$ cat config.mk
export PLATFORM = sky130hd
export DESIGN_NAME = branch_resolve_cycle
export DESIGN_NICKNAME = d
export VERILOG_FILES = /design/src/rtl/branch_resolve_cycle.sv
export SDC_FILE = /design/constraint.sdc
export NUM_CORES = 1
export LEC_CHECK = 0
export BUFFER_PORTS_ARGS = -buffer_cell sky130_fd_sc_hd__buf_2
export CAP_MARGIN = 20
export CELL_PAD_IN_SITES_DETAIL_PLACEMENT = 0
export CELL_PAD_IN_SITES_GLOBAL_PLACEMENT = 2
export CORE_ASPECT_RATIO = 0.5
export CORE_MARGIN = 2
export CORE_UTILIZATION = 32
export CTS_CLUSTER_SIZE = 14
export DETAILED_ROUTE_END_ITERATION = 16
export PLACE_DENSITY_LB_ADDON = 0.1
export SYNTH_ARGS = -nofsm -noshare
export SYNTH_HDL_FRONTEND = slang
export SYNTH_SLANG_ARGS = --single-unit
$ cat constraint.sdc
create_clock -name clk -period 8.8 [get_ports clk]
set_input_delay 1.32 -clock clk [delete_from_list [all_inputs] [get_ports clk]]
set_output_delay 1.32 -clock clk [all_outputs]
set_load 0.005 [all_outputs]
$ cat src/rtl/branch_resolve_cycle.sv
// E-stage control-flow resolver: resolves JAL/JALR/branches, redirects fetch, squashes wrong-path loads.
// Optional perf counters enabled by defining BRANCH_RESOLVE_PERF_EN.
module branch_resolve_cycle #(
  parameter int unsigned XLEN         = 32,
  parameter int unsigned SQUASH_DEPTH = 2
) (
  input  logic            clk,
  input  logic            rst,
  input  logic [XLEN-1:0] InstrD,
  input  logic [XLEN-1:0] PCD,
  input  logic [XLEN-1:0] PCPlus4D,
  input  logic [XLEN-1:0] RD1D,
  input  logic [XLEN-1:0] RD2D,
  output logic [4:0]      A1D,
  output logic [4:0]      A2D,
  output logic            PCSrcE,
  output logic [XLEN-1:0] PCTargetE,
  output logic            ValidE,
  output logic [XLEN-1:0] InstrE,
  output logic [XLEN-1:0] PCE,
  output logic [XLEN-1:0] PCPlus4E,
  output logic            LinkWE,
  output logic [4:0]      LinkRdE,
`ifdef BRANCH_RESOLVE_PERF_EN
  output logic [31:0]     BrCntE,
  output logic [31:0]     BrTakenCntE,
  output logic [31:0]     SquashCntE,
`endif
  output logic [XLEN-1:0] LinkDataE
);

  localparam int unsigned SQ_W = (SQUASH_DEPTH < 1) ? 1 : $clog2(SQUASH_DEPTH + 1);
  localparam logic [6:0]  OP_JAL    = 7'b1101111;
  localparam logic [6:0]  OP_JALR   = 7'b1100111;
  localparam logic [6:0]  OP_BRANCH = 7'b1100011;

  logic [XLEN-1:0] r_instr, r_pc, r_pc4, r_rd1, r_rd2;
  logic            r_valid;
  logic [SQ_W-1:0] r_sq_cnt;

  logic            w_is_jal, w_is_jalr, w_is_br, w_cond, w_taken;
  logic [XLEN-1:0] w_imm_i, w_imm_b, w_imm_j, w_target;
  logic [SQ_W-1:0] w_sq_next;

  assign A1D = InstrD[19:15];
  assign A2D = InstrD[24:20];

  // E-stage register; a load is valid only when no squash is pending after this edge
  always_ff @(posedge clk or negedge rst) begin
    if (!rst) begin
      r_instr  <= '0;
      r_pc     <= '0;
      r_pc4    <= '0;
      r_rd1    <= '0;
      r_rd2    <= '0;
      r_valid  <= 1'b0;
      r_sq_cnt <= '0;
    end else begin
      r_instr  <= InstrD;
      r_pc     <= PCD;
      r_pc4    <= PCPlus4D;
      r_rd1    <= RD1D;
      r_rd2    <= RD2D;
      r_valid  <= (w_sq_next == '0);
      r_sq_cnt <= w_sq_next;
    end
  end

  // Decode, condition evaluation, target and squash-count next state
  always_comb begin
    w_is_jal  = 1'b0;
    w_is_jalr = 1'b0;
    w_is_br   = 1'b0;
    w_cond    = 1'b0;
    w_target  = r_pc4;
    w_sq_next = '0;

    w_is_jal  = (r_instr[6:0] == OP_JAL);
    w_is_jalr = (r_instr[6:0] == OP_JALR);
    w_is_br   = (r_instr[6:0] == OP_BRANCH);

    w_imm_i = {{20{r_instr[31]}}, r_instr[31:20]};
    w_imm_b = {{19{r_instr[31]}}, r_instr[31], r_instr[7], r_instr[30:25], r_instr[11:8], 1'b0};
    w_imm_j = {{11{r_instr[31]}}, r_instr[31], r_instr[19:12], r_instr[20], r_instr[30:21], 1'b0};

    unique case (r_instr[14:12])
      3'b000:  w_cond = (r_rd1 == r_rd2);
      3'b001:  w_cond = (r_rd1 != r_rd2);
      3'b100:  w_cond = ($signed(r_rd1) <  $signed(r_rd2));
      3'b101:  w_cond = ($signed(r_rd1) >= $signed(r_rd2));
      3'b110:  w_cond = (r_rd1 <  r_rd2);
      3'b111:  w_cond = (r_rd1 >= r_rd2);
      default: w_cond = 1'b0;
    endcase

    w_taken = r_valid & (w_is_jal | w_is_jalr | (w_is_br & w_cond));

    if (w_taken) begin
      if (w_is_jalr) w_target = (r_rd1 + w_imm_i) & ~XLEN'(1);
      else if (w_is_jal) w_target = r_pc + w_imm_j;
      else w_target = r_pc + w_imm_b;
    end

    // A redirect reloads the window; it also covers the load at the redirect edge
    if (w_taken) w_sq_next = SQ_W'(SQUASH_DEPTH);
    else if (r_sq_cnt != '0) w_sq_next = r_sq_cnt - SQ_W'(1);
  end

  assign PCSrcE    = w_taken;
  assign PCTargetE = w_target;
  assign ValidE    = r_valid;
  assign InstrE    = r_instr;
  assign PCE       = r_pc;
  assign PCPlus4E  = r_pc4;
  assign LinkWE    = r_valid & (w_is_jal | w_is_jalr) & (r_instr[11:7] != 5'd0);
  assign LinkRdE   = r_instr[11:7];
  assign LinkDataE = r_pc4;

`ifdef BRANCH_RESOLVE_PERF_EN
  logic [31:0] r_br_cnt, r_br_taken_cnt, r_squash_cnt;

  always_ff @(posedge clk or negedge rst) begin
    if (!rst) begin
      r_br_cnt       <= '0;
      r_br_taken_cnt <= '0;
      r_squash_cnt   <= '0;
    end else begin
      if (r_valid & w_is_br) r_br_cnt <= r_br_cnt + 32'd1;
      if (w_taken & w_is_br) r_br_taken_cnt <= r_br_taken_cnt + 32'd1;
      if (w_sq_next != '0)   r_squash_cnt <= r_squash_cnt + 32'd1;
    end
  end

  assign BrCntE      = r_br_cnt;
  assign BrTakenCntE = r_br_taken_cnt;
  assign SquashCntE  = r_squash_cnt;
`endif

endmodule

==> results of run 1 <==
-- report_power, final --
| part | leakage, uW | internal [uW] | switching, uW |
|---|---|---|---|
| Sequential | 0.00190 | 787 | 29.2 |
| Combinational | 0.00364 | 185 | 235 |
| Clock | 0.000291 | 431 | 350 |
| Total | 0.00583 | 1400 | 614 |
-- registers in the layout (all words and copies together) (netlist names) --
signal and cells:
InstrE 32, LinkDataE 32, PCE 32, r_rd1 32, r_rd2 32, r_sq_cnt 2, ValidE 1
-- final cells by class --
cell class | instances | area, um^2
Clock inverter | 15 | 188
Tap cell | 391 | 489
Inverter | 60 | 225
Clock buffer | 17 | 425
Fill cell | 2928 | 17100
Sequential cell | 163 | 4080
Timing Repair Buffer | 344 | 1740
Multi-Input combinational cell | 646 | 4590
-- worst paths after layout --
kind	slack, ns	endpoint	startpoint	cells after the start
worst min register to register	0.44	r_sq_cnt[0]$_DFF_PN0_	r_sq_cnt[0]$_DFF_PN0_	1
worst max register to register	5.26	r_sq_cnt[1]$_DFF_PN0_	r_rd1[31]$_DFF_PN0_	10
worst max-delay path	2.03	PCTargetE[29]	InstrE[1]$_DFF_PN0_	16
worst min-delay path	0.44	r_sq_cnt[0]$_DFF_PN0_	r_sq_cnt[0]$_DFF_PN0_	1
min in group asynchronous	0.93	LinkDataE[2]$_DFF_PN0_	rst	1
max in group asynchronous	6.42	r_rd1[23]$_DFF_PN0_	rst	2
-- stage by stage --
step	setup slack (ns)	hold slack (ns)	util [%]	std cells	power, uW
after floorplan	3.75	0.409	-	932	1090
after global placement	2.58	0.418	38.6	1604	1250
after detailed placement	2.50	0.430	38.6	1604	1250
after CTS	1.95	0.440	40.7	1636	2050
after global routing	1.44	0.459	40.7	1636	2140
final	2.03	0.442	40.7	1636	2020
-- logic make-up (layout without fill, tap and decap cells) --
| logic type | count (synthesis) | count (layout) | share of synthesized area, % |
|---|---|---|---|
| AO/OA/AOI/OAI | 265 | 265 | 18.9 |
| XOR/XNOR | 43 | 43 | 4.04 |
| adder cells (fa/ha/maj) | 94 | 94 | 12.8 |
| buffers and inverters | 123 | 436 | 7.12 |
| flip-flops | 163 | 163 | 43.7 |
| multiplexers | 9 | 9 | 1.13 |
| AND/OR/NAND/NOR | 235 | 235 | 12.3 |
-- metal layers --
metal	vias to the layer above	part of all wire (%)	track usage [%]
met1	3777	46	24.6
met3	23	4.2	3.92
met4	0	1.0	4.74
li1	3903	-	-
met2	181	49	31.7
met5	-	0	0
-- synthesized netlist by cell type, drive strengths merged (5+ instances only) --
master	count
dfrtp	163
or3	5
buf	53
o21a	16
a21oi	85
nor3	16
and3	6
xnor2	19
a21o	23
nand2	66
inv	60
or4	6
nor2b	8
a31oi	16
ha	92
nand4	13
o211ai	7
nand3	19
o31ai	8
a211oi	7
clkbuf	10
nand2b	6
mux2	9
o21ai	60
nor2	65
or2	5
and2	6
xor2	24
-- worst max-delay path, delay by kind of cell (launching register included) --
family          cells  cell delay, ns
fa+ha+maj           2            0.50
compound gates      8            1.98
simple gates        5            2.02
flops               1            0.35
buf+inv             1            0.13
==> impl_metrics.csv, run 1 <==
group,metric,value,unit
timing,clock_skew,0.0108,ns
synth,synth-seq-area-share,43.7,%
synth,synth_edf_count,0,
detailed_routing,drtIter0Drc,389,
clocking,cts_setup_buffers,0,
timing,max_freq,0.148,GHz
clocking,clockBufferDepth,2,
timing,rsz0062_at_grt,"false",
timing,setup_viol,0,
timing,drv_slew,0,
cells_and_area,drive_gt1_share,33.5,%
clocking,cts-root-buf,"clkbuf_16",
placement,gp_congestion,0.858,
die,die_y,125,um
detailed_routing,wl,28.6,mm
grt,antenna_found_initial,0,
clocking,cts_sinks,163,
critical_path,cpPeakStageDelay,0.59,ns
synth,ys_types,66,
die,core_area,28800,um^2
critical_path,endpoint_kind,"primary output",
clocking,hold_buffers,0,
synth,synth_nets,1188,
timing,slew_headroom,37.7,%
pwr,powerDensity,172,nW/um^2
worst_hold_path,hp-class,"register to register",
cells_and_area,n_antenna_cell,0,
detailed_routing,ant_nets,0,
synth,netlist.area_leader.share,43.7,%
detailed_routing,drc_errors,0,
clocking,clk_pin_slew,0.07,ns
synth,synth.avg_cell_area,10.0,um^2
detailed_routing,num_vias,7884,
die,ios,340,
placement,portBuffers,339,
clocking,clk_latency,0.45,ns
placement,dp_hpwl,22.8,mm
grt,grt-ovfl-total,0,
synth,yosysWarningCount,0,
synth,ys_top_cells_by_area,"dfrtp_1 (44%), ha_1 (12%), a21oi_1 (4.0%)",
cells_and_area,syn_to_final_growth,25.9,%
die,dieArea,30600,um^2
synth,synthArstFlopShare,100,%
timing,fin_crit,6.77,ns
detailed_routing,via_per_inst,4.82,
grt,grt.total_usage,18.8,%
timing,tightest_slew,0.934,ns
timing,hold_viol_final,0,
clocking,tritoncts,"built",
timing,fin_crit_sh,76.9,%
timing,tns,0,ns
critical_path,cp_slowest_cell,"nor4_1",
detailed_routing,drt-pass1-iter-count,5,
status,outcome,"completed",
die,die_w,245,um
grt,first_global_vias,7944,
clocking,numCtsBuffers,17,
synth,synthDominantAreaCellType,"dfrtp_1",
grt,grt_max_degree,90,
synth,syn-instance-count,932,
grt,grt_pass1_wl,43.8,mm
critical_path,cp.arrival,5.45,ns
critical_path,critical_path.max_fanout,15,
job,max-cap-violations,0,
detailed_routing,wire_per_inst,17.5,um
die,num_rows,44,
pwr,vdd_drop_max,139,uV
critical_path,cp-start-kind,"register",
cells_and_area,final_cell_mix,"buf_2 (338), dfrtp_1 (163), ha_1 (92)",
cells_and_area,finalNetCount,1488,
clocking,cts_resized,0,
pwr,leakagePower,0.00583,uW
critical_path,cp_common_cell,"nand3_1",
synth,ys.flop_type,"dfrtp_1",
critical_path,crit_type,"register to primary output",
placement,place_area,11100,um^2
die,initial_core_util,32.3,%
critical_path,critPathRequiredTime,7.48,ns
synth,ys_ff_latch,163,
critical_path,crit_chain,"nand3_1 > nor3b_1 > nand3_1 > o21ai_0 > ha_1 > fa_1 > a211oi_1 > o21a_1 > nor4_1 > o211ai_1 > a31oi_1 > o41ai_1 > or3_1 > a31o_2 > a31oi_2 > buf_2",
cells_and_area,final_common_cell,"buf_2",
clocking,htreeDepth,4,
synth,netlist_area,9330,um^2
cells_and_area,design_area,11700,um^2
(Power assumes the default switching activity.)
==> inputs of run 2 (changes only) <==
- ABC_AREA: not set -> 1
- CORE_UTILIZATION: 32 -> 26
- clock period: 8.8 -> 5.95 ns (I/O delays scaled with it)
==> run 2 against run 1 <==
  * Final area is 5.6% higher
  * Routed wire length is 33% higher
  * Non-clock buffer count is 3 higher
  * Die area grew 29%
  * Synthesized cell count is 33% higher
  * Sequential power grew 50%
  * Critical path depth grew 7
  * Sequential share of layout area is 1.8 points lower
  * Worst hold slack better by 0.016 ns
  * First-iteration DRC count rose by 57%
==> impl_metrics.csv, run 2 <==
group,metric,value,unit
pwr,p_total,3010,uW
timing,drv_slew,0,
critical_path,crit_chain,"nor2_1 > inv_1 > nor4_2 > buf_4 > inv_1 > nand2_1 > o21ai_0 > ha_1 > fa_1 > nand3_1 > nand2_1 > a21oi_1 > o21ai_1 > nand2_1 > nand2_1 > nand3_1 > nand2_1 > nand2_1 > nand3_1 > nand2_1 > nand3_1 > nand2_1 > buf_2",
clocking,clockBufferDepth,2,
detailed_routing,wire_per_inst,18.6,um
detailed_routing,met3_length,1.92,mm
grt,grt_max_degree,88,
clocking,cts_sinks,163,
detailed_routing,wl,38.1,mm
critical_path,critPathRequiredTime,5.06,ns
synth,ys_ff_latch,163,
job,max-cap-violations,0,
worst_hold_path,hp-class,"register to register",
critical_path,cp_slowest_cell,"fa_1",
clocking,clk_latency,0.45,ns
synth,synth_edf_count,0,
synth,yosysWarningCount,0,
detailed_routing,drc_errors,0,
synth,synthDominantAreaCellType,"dfrtp_1",
detailed_routing,top_layer_used,"met4",
die,dieArea,39600,um^2
cells_and_area,n_fill_cell,4114,
die,die_w,280,um
timing,tightest_slew,0.854,ns
grt,antenna_found_initial,2,
grt,first_global_vias,9493,
critical_path,cp_common_cell,"nand2_1",
cells_and_area,final_cell_mix,"buf_2 (338), nand2_1 (297), dfrtp_1 (163)",
critical_path,cpPeakStageDelay,0.41,ns
critical_path,crit_type,"register to primary output",
timing,clock_skew,0.0110,ns
critical_path,cp.arrival,4.32,ns
synth,synth_common_cells,"nand2_1 (297), dfrtp_1 (163), inv_1 (142)",
clocking,numCtsBuffers,17,
critical_path,worst-path-buf-inv,4,
synth,synthArstFlopShare,100,%
timing,fin_crit,5.22,ns
grt,grt-ovfl-total,0,
detailed_routing,via_per_inst,4.60,
synth,synth_nets,1492,
die,num_rows,50,
cells_and_area,drive_gt1_share,24.9,%
detailed_routing,met1Wirelength,18.7,mm
cells_and_area,finalNetCount,1794,
detailed_routing,drtIter0Drc,612,
synth,synth-seq-area-share,41.3,%
die,die_y,142,um
placement,gp_congestion,0.867,
pwr,powerDensity,243,nW/um^2
clocking,cts_resized,0,
timing,slew_headroom,43.1,%
synth,syn-instance-count,1236,
grt,grt.total_usage,19.4,%
critical_path,cp-start-kind,"register",
clocking,tritoncts,"built",
placement,place_area,11800,um^2
timing,fin_ws,0.735,ns
detailed_routing,drt-pass1-iter-count,4,
grt,grt_pass1_wl,57.1,mm
timing,fin_crit_sh,87.7,%
die,ios,340,
synth,synth.most_common_cell,"nand2_1",
synth,synth.avg_cell_area,7.99,um^2
die,core_area,37400,um^2
pwr,leakagePower,0.00647,uW
clocking,htreeDepth,4,
timing,tns,0,ns
synth,ys_types,36,
pwr,vdd_drop_max,195,uV
critical_path,critPathTopFamily,"simple AND/OR/NAND/NOR gates",
clocking,clk_pin_slew,0.08,ns
detailed_routing,num_vias,9414,
cells_and_area,final_common_cell,"buf_2",
synth,netlist_area,9870,um^2
status,outcome,"completed",
detailed_routing,ant_nets,0,
cells_and_area,syn_to_final_growth,25.6,%
clocking,cts-root-buf,"clkbuf_16",
critical_path,endpoint_kind,"primary output",
timing,rsz0062_at_grt,"false",
synth,ys.flop_type,"dfrtp_1",
timing,max_freq,0.192,GHz
placement,portBuffers,339,
critical_path,critical_path.max_fanout,13,
clocking,cts_setup_buffers,0,
clocking,hold_buffers,0,
placement,place_ws,1.26,ns
die,initial_core_util,26.4,%
synth,ys_top_cells_by_area,"dfrtp_1 (41%), ha_1 (12%), nand2_1 (11%)",
placement,dp_hpwl,31.5,mm
cells_and_area,design_area,12400,um^2
detailed_routing,wl_met2,17.2,mm
timing,hold_viol_final,0,
timing,setup_viol,0,
synth,netlist.area_leader.share,41.3,%
run 2: cell types whose count changed after synthesis, moves of 11 or more:
cell / change
nand2_1: +231
inv_1: +82
nand3_1: +61
o21ai_0: +38
a21oi_1: +25
nor2_1: +25
a21o_1: -14
xor2_1: -14
xnor2_1: -12
a21oi_2: -11
run 2: layout make-up:
cell class                      instances  area [um^2]  area share (%)
Tap cell                              494          618            4.99
Multi-Input combinational cell        866         4800            38.8
Inverter                              143          537            4.33
Clock buffer                           17          425            3.43
Clock inverter                         15          166            1.34
Antenna cell                            1         2.50          0.0202
Sequential cell                       163         4080            32.9
Timing Repair Buffer                  347         1760            14.2
run 2: where the power goes:
| group | internal (uW) | leakage [uW] | switching [uW] |
|---|---|---|---|
| Clock | 563 | 0.000287 | 569 |
| Sequential | 1160 | 0.00190 | 52.8 |
| Combinational | 252 | 0.00429 | 414 |
run 2: kinds of logic (layout without fill, tap and decap cells):
logic type / Yosys count / count (layout) / synth area share [%]
xor gates and xnor gates: 17 / 17 / 1.51
AOI/OAI and AO/OA: 235 / 235 / 12.8
adders and majority gates: 94 / 94 / 12.1
buffers and inverters: 207 / 522 / 10.0
and+or+nand+nor: 520 / 520 / 22.2
DFF: 163 / 163 / 41.3
other: 0 / 1 / 0
run 2: worst paths after layout:
check                                      start                    end  slack, ns  cells after the start
max in group asynchronous                    rst      PCE[29]$_DFF_PN0_       4.26                      2
min reg2reg                r_sq_cnt[1]$_DFF_PN0_       ValidE$_DFF_PN0_       0.46                      1
max reg2reg                  r_rd1[31]$_DFF_PN0_  r_sq_cnt[0]$_DFF_PN0_       2.75                     17
max                          InstrE[4]$_DFF_PN0_          PCTargetE[21]       0.73                     23
min                        r_sq_cnt[1]$_DFF_PN0_       ValidE$_DFF_PN0_       0.46                      1
min in group asynchronous                    rst    InstrE[5]$_DFF_PN0_       0.47                      1
run 2: per-stage QoR:
stage,cells,utilization (%),hold WS (ns)
after floorplan,1236,-,0.426
after global placement,2013,31.5,0.443
after CTS,2045,33.1,0.453
after detailed placement,2013,31.5,0.443
final,2046,33.1,0.458
after global routing,2046,33.1,0.472
run 2: layer usage:
metal | up-vias | GRT usage [%]
met4 | 0 | 3.52
met1 | 4549 | 28.1
met3 | 16 | 3.95
li1 | 4641 | -
met5 | - | 0
met2 | 208 | 30.0
